==> src/rtl/bcd_counter_nd.sv <==
// Multi-digit BCD up/down counter with prescaler, parallel load and wrap pulse.
// Every count nibble stays in 0..9 so downstream 7-segment decoders stay in range.
module bcd_counter_nd #(
   parameter int DIGITS   = 4,
   parameter int TICK_DIV = 1
) (
   input  logic                  clk,
   input  logic                  rst_n,
   input  logic                  clr,
   input  logic                  load,
   input  logic [4*DIGITS-1:0]   load_val,
   input  logic                  en,
   input  logic                  up,
   output logic [4*DIGITS-1:0]   count,
   output logic                  step,
   output logic                  wrap,
   output logic                  load_err
);

   localparam int W  = 4 * DIGITS;
   localparam int PW = (TICK_DIV > 1) ? $clog2(TICK_DIV) : 1;
   localparam logic [PW-1:0] PMAX = PW'(TICK_DIV - 1);

   logic [PW-1:0] pre;
   logic [W-1:0]  cnt_up;
   logic [W-1:0]  cnt_dn;
   logic [W-1:0]  load_fix;
   logic          all9;
   logic          all0;
   logic          bad;

   // Ripple carry/borrow through all digits; carry out of the top means wrap.
   always_comb begin
      logic       c;
      logic       b;
      logic [3:0] d;
      logic [3:0] l;
      cnt_up   = '0;
      cnt_dn   = '0;
      load_fix = '0;
      bad      = 1'b0;
      c        = 1'b1;
      b        = 1'b1;
      d        = '0;
      l        = '0;
      for (int i = 0; i < DIGITS; i++) begin
         d = count[4*i +: 4];
         l = load_val[4*i +: 4];
         if (c) begin
            if (d == 4'd9) begin
               cnt_up[4*i +: 4] = 4'd0;
            end else begin
               cnt_up[4*i +: 4] = d + 4'd1;
               c = 1'b0;
            end
         end else begin
            cnt_up[4*i +: 4] = d;
         end
         if (b) begin
            if (d == 4'd0) begin
               cnt_dn[4*i +: 4] = 4'd9;
            end else begin
               cnt_dn[4*i +: 4] = d - 4'd1;
               b = 1'b0;
            end
         end else begin
            cnt_dn[4*i +: 4] = d;
         end
         if (l > 4'd9) begin
            load_fix[4*i +: 4] = 4'd0;
            bad = 1'b1;
         end else begin
            load_fix[4*i +: 4] = l;
         end
      end
      all9 = c;
      all0 = b;
   end

   always_ff @(posedge clk or negedge rst_n) begin
      if (!rst_n) begin
         count    <= '0;
         pre      <= '0;
         step     <= 1'b0;
         wrap     <= 1'b0;
         load_err <= 1'b0;
      end else if (clr) begin
         count    <= '0;
         pre      <= '0;
         step     <= 1'b0;
         wrap     <= 1'b0;
         load_err <= 1'b0;
      end else if (load) begin
         count    <= load_fix;
         pre      <= '0;
         step     <= 1'b0;
         wrap     <= 1'b0;
         load_err <= bad;
      end else begin
         step     <= 1'b0;
         wrap     <= 1'b0;
         load_err <= 1'b0;
         if (en) begin
            if (pre == PMAX) begin
               pre  <= '0;
               step <= 1'b1;
               if (up) begin
                  count <= cnt_up;
                  wrap  <= all9;
               end else begin
                  count <= cnt_dn;
                  wrap  <= all0;
               end
            end else begin
               pre <= pre + PW'(1);
            end
         end
      end
   end

endmodule

==> config.mk <==
export PLATFORM = sky130hd
export DESIGN_NAME = bcd_counter_nd
export DESIGN_NICKNAME = d
export VERILOG_FILES = /design/src/rtl/bcd_counter_nd.sv
export SDC_FILE = /design/constraint.sdc
export NUM_CORES = 1
export LEC_CHECK = 0
export CORE_MARGIN = 10
export CORE_UTILIZATION = 50
export DETAILED_ROUTE_END_ITERATION = 16
export GPL_TIMING_DRIVEN = 1
export MAX_ROUTING_LAYER = met4
export PLACE_DENSITY_LB_ADDON = 0.12
export SETUP_SLACK_MARGIN = 0.1
export SYNTH_ARGS = -nofsm -noshare
export SYNTH_HDL_FRONTEND = slang
export SYNTH_SLANG_ARGS = --single-unit
==> constraint.sdc <==
create_clock -name clk -period 2.4 [get_ports clk]
set_input_delay 0.48 -clock clk [delete_from_list [all_inputs] [get_ports clk]]
set_output_delay 0.48 -clock clk [all_outputs]
set_load 0.03 [all_outputs]
==> Word level (Yosys, flattened, before mapping) <==
Index checks and enable logic that the tools add are counted.
{ "op_classes": {"n_reduce_logical": 12, "mux": 56, "addsub": 9, "n_eq_ne": 8, "order_cmp": 4} }
{ "ops": {"columns": ["operator", "count"], "rows": [
  ["2-to-1 mux 16 bit", 5],
  ["2-to-1 mux 4 bit", 18],
  ["2-to-1 mux 1 bit", 33],
  ["adder 4 x 1 -> 4 bit, second input constant", 4],
  ["equality test 4 bit, second input constant", 4],
  ["> comparator 4 bit, second input constant", 4],
  ["logical NOT 4 bit", 4],
  ["subtractor 4 x 1 -> 4 bit, second input constant", 4],
  ["!= test 4 x 3 -> 1 bit, second input constant", 3],
  ["AND reduction 4 bit", 3],
  ["nonzero test 4 bit", 3],
  ["!= test 3 bit, second input constant", 1],
  ["nonzero test 3 bit", 1],
  ["AND reduction 2 bit", 1],
  ["adder 1 bit, second input constant", 1]
]} }
{ "totals": {"elab_cells": 97, "out_inout_bits": 19, "regBits": 20, "inputBits": 22} }

==> Logic depth before layout (Yosys ltp) <==
{ "logic_depth": {"depth_word": 10, "ltp_mapped": 8, "mapped_depth_nobuf": 7} }

==> Worst setup path before layout <==
OpenSTA, ideal clock, no wires.
{ "synth_timing": {"path_type": "reg-to-reg", "from": "register count[7]", "to": "register count[14]", "setup_time_ns": 0.125, "slack_ns": 0.154, "n_path_buf": 1, "synth_period_minus_slack_ns": 2.246, "arrival_ns": 2.121, "path_stages_with_launch": 7, "required_ns": 2.275, "cell_sequence": "dfrtp_1 -> buf_6 -> or4b_1 -> or4_1 -> a21o_1 -> nand2_1 -> mux2_2"} }
{ "synth_between": {"elab_chain_cells": 6, "elab_cells_between_ends": 11, "classes_between": "eq/ne: 2; mux: 6; reduce/logical: 3"} }
{ "synth_rtl": {"columns": ["item", "line_no", "text"], "rows": [
  ["from (decl)", "14", "output logic [4*DIGITS-1:0] count,"],
  ["from (signal assigned)", "94", "count <= load_fix;"],
  ["from (signal assigned)", "108", "count <= cnt_up;"],
  ["from (signal assigned)", "111", "count <= cnt_dn;"],
  ["equality test 4 bit / logical NOT 4 bit (equally long branches)", "50, 60", null],
  ["2-to-1 mux 1 bit (on tied branches)", "50, 60", null],
  ["2-to-1 mux 1 bit (on tied branches) (2 in a row)", "49, 59", null],
  ["!= test 4 x 3 -> 1 bit (no line) / nonzero test 4 bit (equally long branches)", null, null],
  ["AND reduction 4 bit (no line) *", null, null]
]} }
Every way passes the cells marked *; elsewhere a longest branch is shown, timed or not.
A chain may end at the register's enable or synchronous reset.

==> Worst setup path in the final report <==
{ "layout_timing": {"from": "register count[6]", "to": "register count[14]"} }
Same word-level chain as after synthesis.

==> flow_summary.ini <==
[clock_network]
cts_buffer_depth = 2
h-tree-depth = 1
cts.sinks = 19
numCtsBuffers = 3
hold_buffers = 0
postCtsSetupRepairBufs = 0
clk_latency_ns = 0.32
clock-root-buffer = clkbuf_4
tritoncts = built
clk_pin_slew_ns = 0.13

[sta]
tightest_slew_ns = 0.485
drv_slew = 0
fmax_ghz = 0.462
rsz0062_at_grt = false
tns_ns = 0
clock_skew_ns = 0.0124
setup_viol = 0
relSlewSlack = 0.676
hold_viol = 0
period_minus_slack_ns = 2.16
period_share = 0.902

[job]
drv_cap = 0

[yosys]
synth_area_leaders = dfrtp_1 (27%), a21oi_1 (6.3%), o21ai_0 (4.6%)
synth.cell_area_um2 = 1740
yosysTopAreaCell = dfrtp_1
synth_edf_count = 0
synth_cell_type_count = 50
ys.flop_type = dfrtp_1
syn_avg_cell_area_um2 = 7.51
synth_common_cells = a21oi_1 (22), dfrtp_1 (19), nor2_1 (19)
yosysTopAreaCellShare = 0.274
netlist_instances = 231
yosysSeqAreaShare = 0.274
synthMostInstantiatedCell = a21oi_1
synth-seq-cells = 19
syn_nets = 256
yosysWarnings = 0
synthArstFlopShare = 1.00

[floorplanning]
dieHeight_um = 78.9
die_w_um = 78.9
dieArea_um2 = 6230
core.rowCount = 21
core_area_um2 = 3340
initial_core_util = 0.520
ios = 41

[placement]
numPlacedInstances = 313
dp_hpwl_um = 3750
port_buffers = 40
gp_congestion = 0.856

[critical_path]
required_ns = 2.62
arrival_ns = 2.39
r2r_start = count[6]$_DFFE_PN0P_
critPathTopFamily = simple AND/OR/NAND/NOR gates
reg2regPathDepth = 5
path_max_fanout = 3
start_kind = flip-flop
startpoint = count[6]$_DFFE_PN0P_
rr_endpoint = count[14]$_DFFE_PN0P_
worstPathCellList = or4b_1, or4_1, a21o_1, nand2_1, mux2_2
max_stage_delay_ns = 0.57
worst-setup-path-type = reg2reg
slowest_stage = or4b_1
reg2reg_slack_ns = 0.24
critPathBufInv = 0
critPathCaptureType = flip-flop

[route]
ant_nets = 0
vias = 1899
via_per_inst = 5.99
route.detailed.drc = 0
wirelength_um = 4890
first_pass_iters = 4
wire_per_inst_um = 15.4
drtIter0Drc = 179

[grt]
grt_pass1_wl_um = 8020
antenna_found_initial = 0
grt_pass1_vias = 1705
track_usage = 0.162
grt_max_degree = 20
overflow = 0

[final_layout]
fin_util = 0.680
diodes = 0
instances_no_fill = 317
nets = 297
drive_gt1_frac = 0.111
synthToLayoutAreaGrowth_pct = 30.8
fillCellCount = 304

[power_and_ir_drop]
leakagePower_nw = 0.882
max-vdd-ir-drop_v = 0.000236
powerDensity_nw_per_um2 = 415
total_power_mw = 0.942

[worst_hold_path]
hold_path_class = in2async

[status]
status = complete, no violations
==> flip-flops by register name (all words and copies together) (netlist names) <==
name,cells
count,16
load_err,1
wrap,1
step,1
==> cell families after synthesis <==
family | Yosys count | synth area share
compound gates | 72 | 0.270
xor+xnor | 7 | 0.0353
fa+ha+maj | 3 | 0.0216
buf+inv | 30 | 0.0743
flops | 19 | 0.274
mux | 5 | 0.0296
simple gates | 95 | 0.295
==> how the worst max path moves through the flow <==
stage,slack (ns),depth (start not counted),to
global placement,0.1,7,count[12]$_DFFE_PN0P_
CTS,0.24,5,count[14]$_DFFE_PN0P_
detailed placement,0.02,7,count[12]$_DFFE_PN0P_
global route,0.15,5,count[14]$_DFFE_PN0P_
floorplan,0.15,6,count[14]$_DFFE_PN0P_
finish,0.24,5,count[14]$_DFFE_PN0P_
==> final cells by class <==
| cell class | instances | area (µm²) | area share |
|---|---|---|---|
| sequential | 19 | 475 | 0.209 |
| clock inverter | 1 | 5.00 | 0.00221 |
| timing repair buffer | 60 | 551 | 0.243 |
| multi-input combinational | 182 | 1140 | 0.501 |
| inverter | 6 | 22.5 | 0.00992 |
| tap | 46 | 57.6 | 0.0254 |
| clock buffer | 3 | 22.5 | 0.00992 |
==> repair_timing <==
item / CTS / global route
hold endpoints to repair: 0 / 0
endpoints found under the setup margin: 0 / 2
gates resized for setup: 0 / 1
==> per-stage QoR <==
step	area, µm²	hold WS (ns)	setup WS [ns]
global route	2270	0.499	0.149
finish	2270	0.483	0.235
floorplan	1740	0.184	0.154
detailed placement	2240	0.584	0.0212
global placement	2240	0.575	0.0975
CTS	2260	0.492	0.238
==> layer usage <==
metal / track usage / wire [µm] / up-vias
met5: - / 0 / -
met4: 0.0591 / 69 / 0
met3: 0.0372 / 299 / 7
met2: 0.245 / 2280 / 57
met1: 0.206 / 2250 / 905
li1: - / - / 930
==> placed cells by master (no fill, tap or decap), types with 6 or more instances in the layout <==
| master | instances |
|---|---|
| clkdlybuf4s50_1 | 40 |
| a21oi_1 | 22 |
| buf_4 | 20 |
| nor2_1 | 19 |
| dfrtp_1 | 19 |
| nand2_1 | 17 |
| o21ai_0 | 16 |
| nor3_1 | 11 |
| xnor2_1 | 7 |
| inv_1 | 6 |
| nand2b_1 | 6 |
| nand3_1 | 6 |
| a211oi_1 | 6 |
==> power breakdown <==
group,leakage (nW),internal [mW],switching [mW]
clock,0.0177,0.0624,0.115
sequential,0.253,0.340,0.0430
combinational,0.611,0.181,0.200
Power figures use the tool's default switching activity.
==> RTL change: new RTL, config.mk and constraints unchanged <==
The parameter `DIGITS` goes from 4 to 6.
--- a/src/rtl/bcd_counter_nd.sv
+++ b/src/rtl/bcd_counter_nd.sv
@@ -2,5 +2,5 @@
 // Every count nibble stays in 0..9 so downstream 7-segment decoders stay in range.
 module bcd_counter_nd #(
-   parameter int DIGITS   = 4,
+   parameter int DIGITS   = 6,
    parameter int TICK_DIV = 1
 ) (
Interface: changed (resized count and load_val); port bits go from 41 to 57. No check against the original RTL was run, so the function may have changed too.
==> RTL change against the unedited design <==
  * Routed wire length rose by 72%
  * Area after synthesis rose by 51%
  * Worst setup slack got worse by 58 ps
  * Count of clock-buffer cells in the layout rose by 1
  * Cell area rose by 60%
  * Hold slack improved by 92 ps
  * Synthesized cell count rose by 46%
  * Sequential cell count rose by 8
  * Global-route usage rose by 3.6 points
  * Total power rose by 55%
  * Critical path type unchanged
==> RTL change: results (changes against the unedited design) <==
| Metric | Value |
|---|---|
| Run status | completed |
| Total GRT Usage | 19.8% (+3.6 points) |
| Slowest Stage Delay on Critical Path | 430 ps (-140 ps) |
| Met3 GRT Util | 2.74% (-0.97 points) |
| Worst-Margin Slew | 496 ps (+11.4 ps) |
| Crit path to | count[21] |
| DR WL met2 | 4130 um (+82%) |
| DP HPWL | 6370 um (+70%) |
| Metal-1 WL | 3760 um (+68%) |
| Global-route wire length before repair | 13800 um (+72%) |
| Leak pwr | 1.42 nW (+61%) |
| Clock buf/inv share | 1.24% (+0.031 points) |
| Setup slack, reg-to-reg | 180 ps (-60 ps) |
| FF/Latch Area | 682 um^2 (+43%) |
| Critical Path Source | count[8] |
| Avg Inst Size Synth | 7.76 um^2 (+3.3%) |
| DR WL met3 | 411 um (+37%) |
| Place WS | -247 ps (-268 ps) |
| Buffers, non-clock | 102 (+70%) |
| DR iter-0 viols | 205 (+15%) |
| Multiplexer area fraction after synthesis | 2.39% (-0.57 points) |
| Post-CTS setup buffer count | 1 (+1) |
| Port Buffers | 56 (+40%) |
| Most frequent cells after synthesis | 27 x dfrtp_1, 27 x nand2_1, 27 x nor2_1, 27 x o21ai_0, 20 x nand3_1 |
| Clk pin slew, worst setup/hold paths | 100 ps (-30 ps) |
| Share of post-route cells with drive strength above 1 | 18.2% (+7.2 points) |
| Vias | 2952 (+55%) |
| CP Max Fanout | 5 (+2) |
| Vias in the first global route | 2828 (+66%) |
| Clk_lat worst skew | 290 ps (-30 ps) |
## RTL change: cell count changes after synthesis, sizes merged, moves of 5 or more
| cell | before | now |
|---|---|---|
| nand2 | 17 | 27 |
| dfrtp | 19 | 27 |
| a221oi | 2 | 7 |
| nand3 | 6 | 20 |
| inv | 6 | 14 |
| ha | 3 | 9 |
| nor2 | 19 | 27 |
| o21ai | 16 | 28 |
## RTL change: power groups by stage
| stage | registers [mW] | clock network (mW) | logic (mW) |
|---|---|---|---|
| CTS | 0.524 | 0.280 | 0.618 |
| floorplan | 0.582 | 0 | 0.308 |
| global placement | 0.532 | 0 | 0.600 |
| detailed placement | 0.533 | 0 | 0.613 |
| global route | 0.532 | 0.304 | 0.702 |
| finish | 0.526 | 0.284 | 0.645 |
## RTL change: worst reg2reg max path, cell delays in order, from the launching register on
cell and delay (ps):
dfrtp_2 430, inv_1 90, ha_2 180, or3b_4 420, nor4_4 280, buf_4 180, a22oi_2 110, a2111oi_4 300
o41ai_2 110
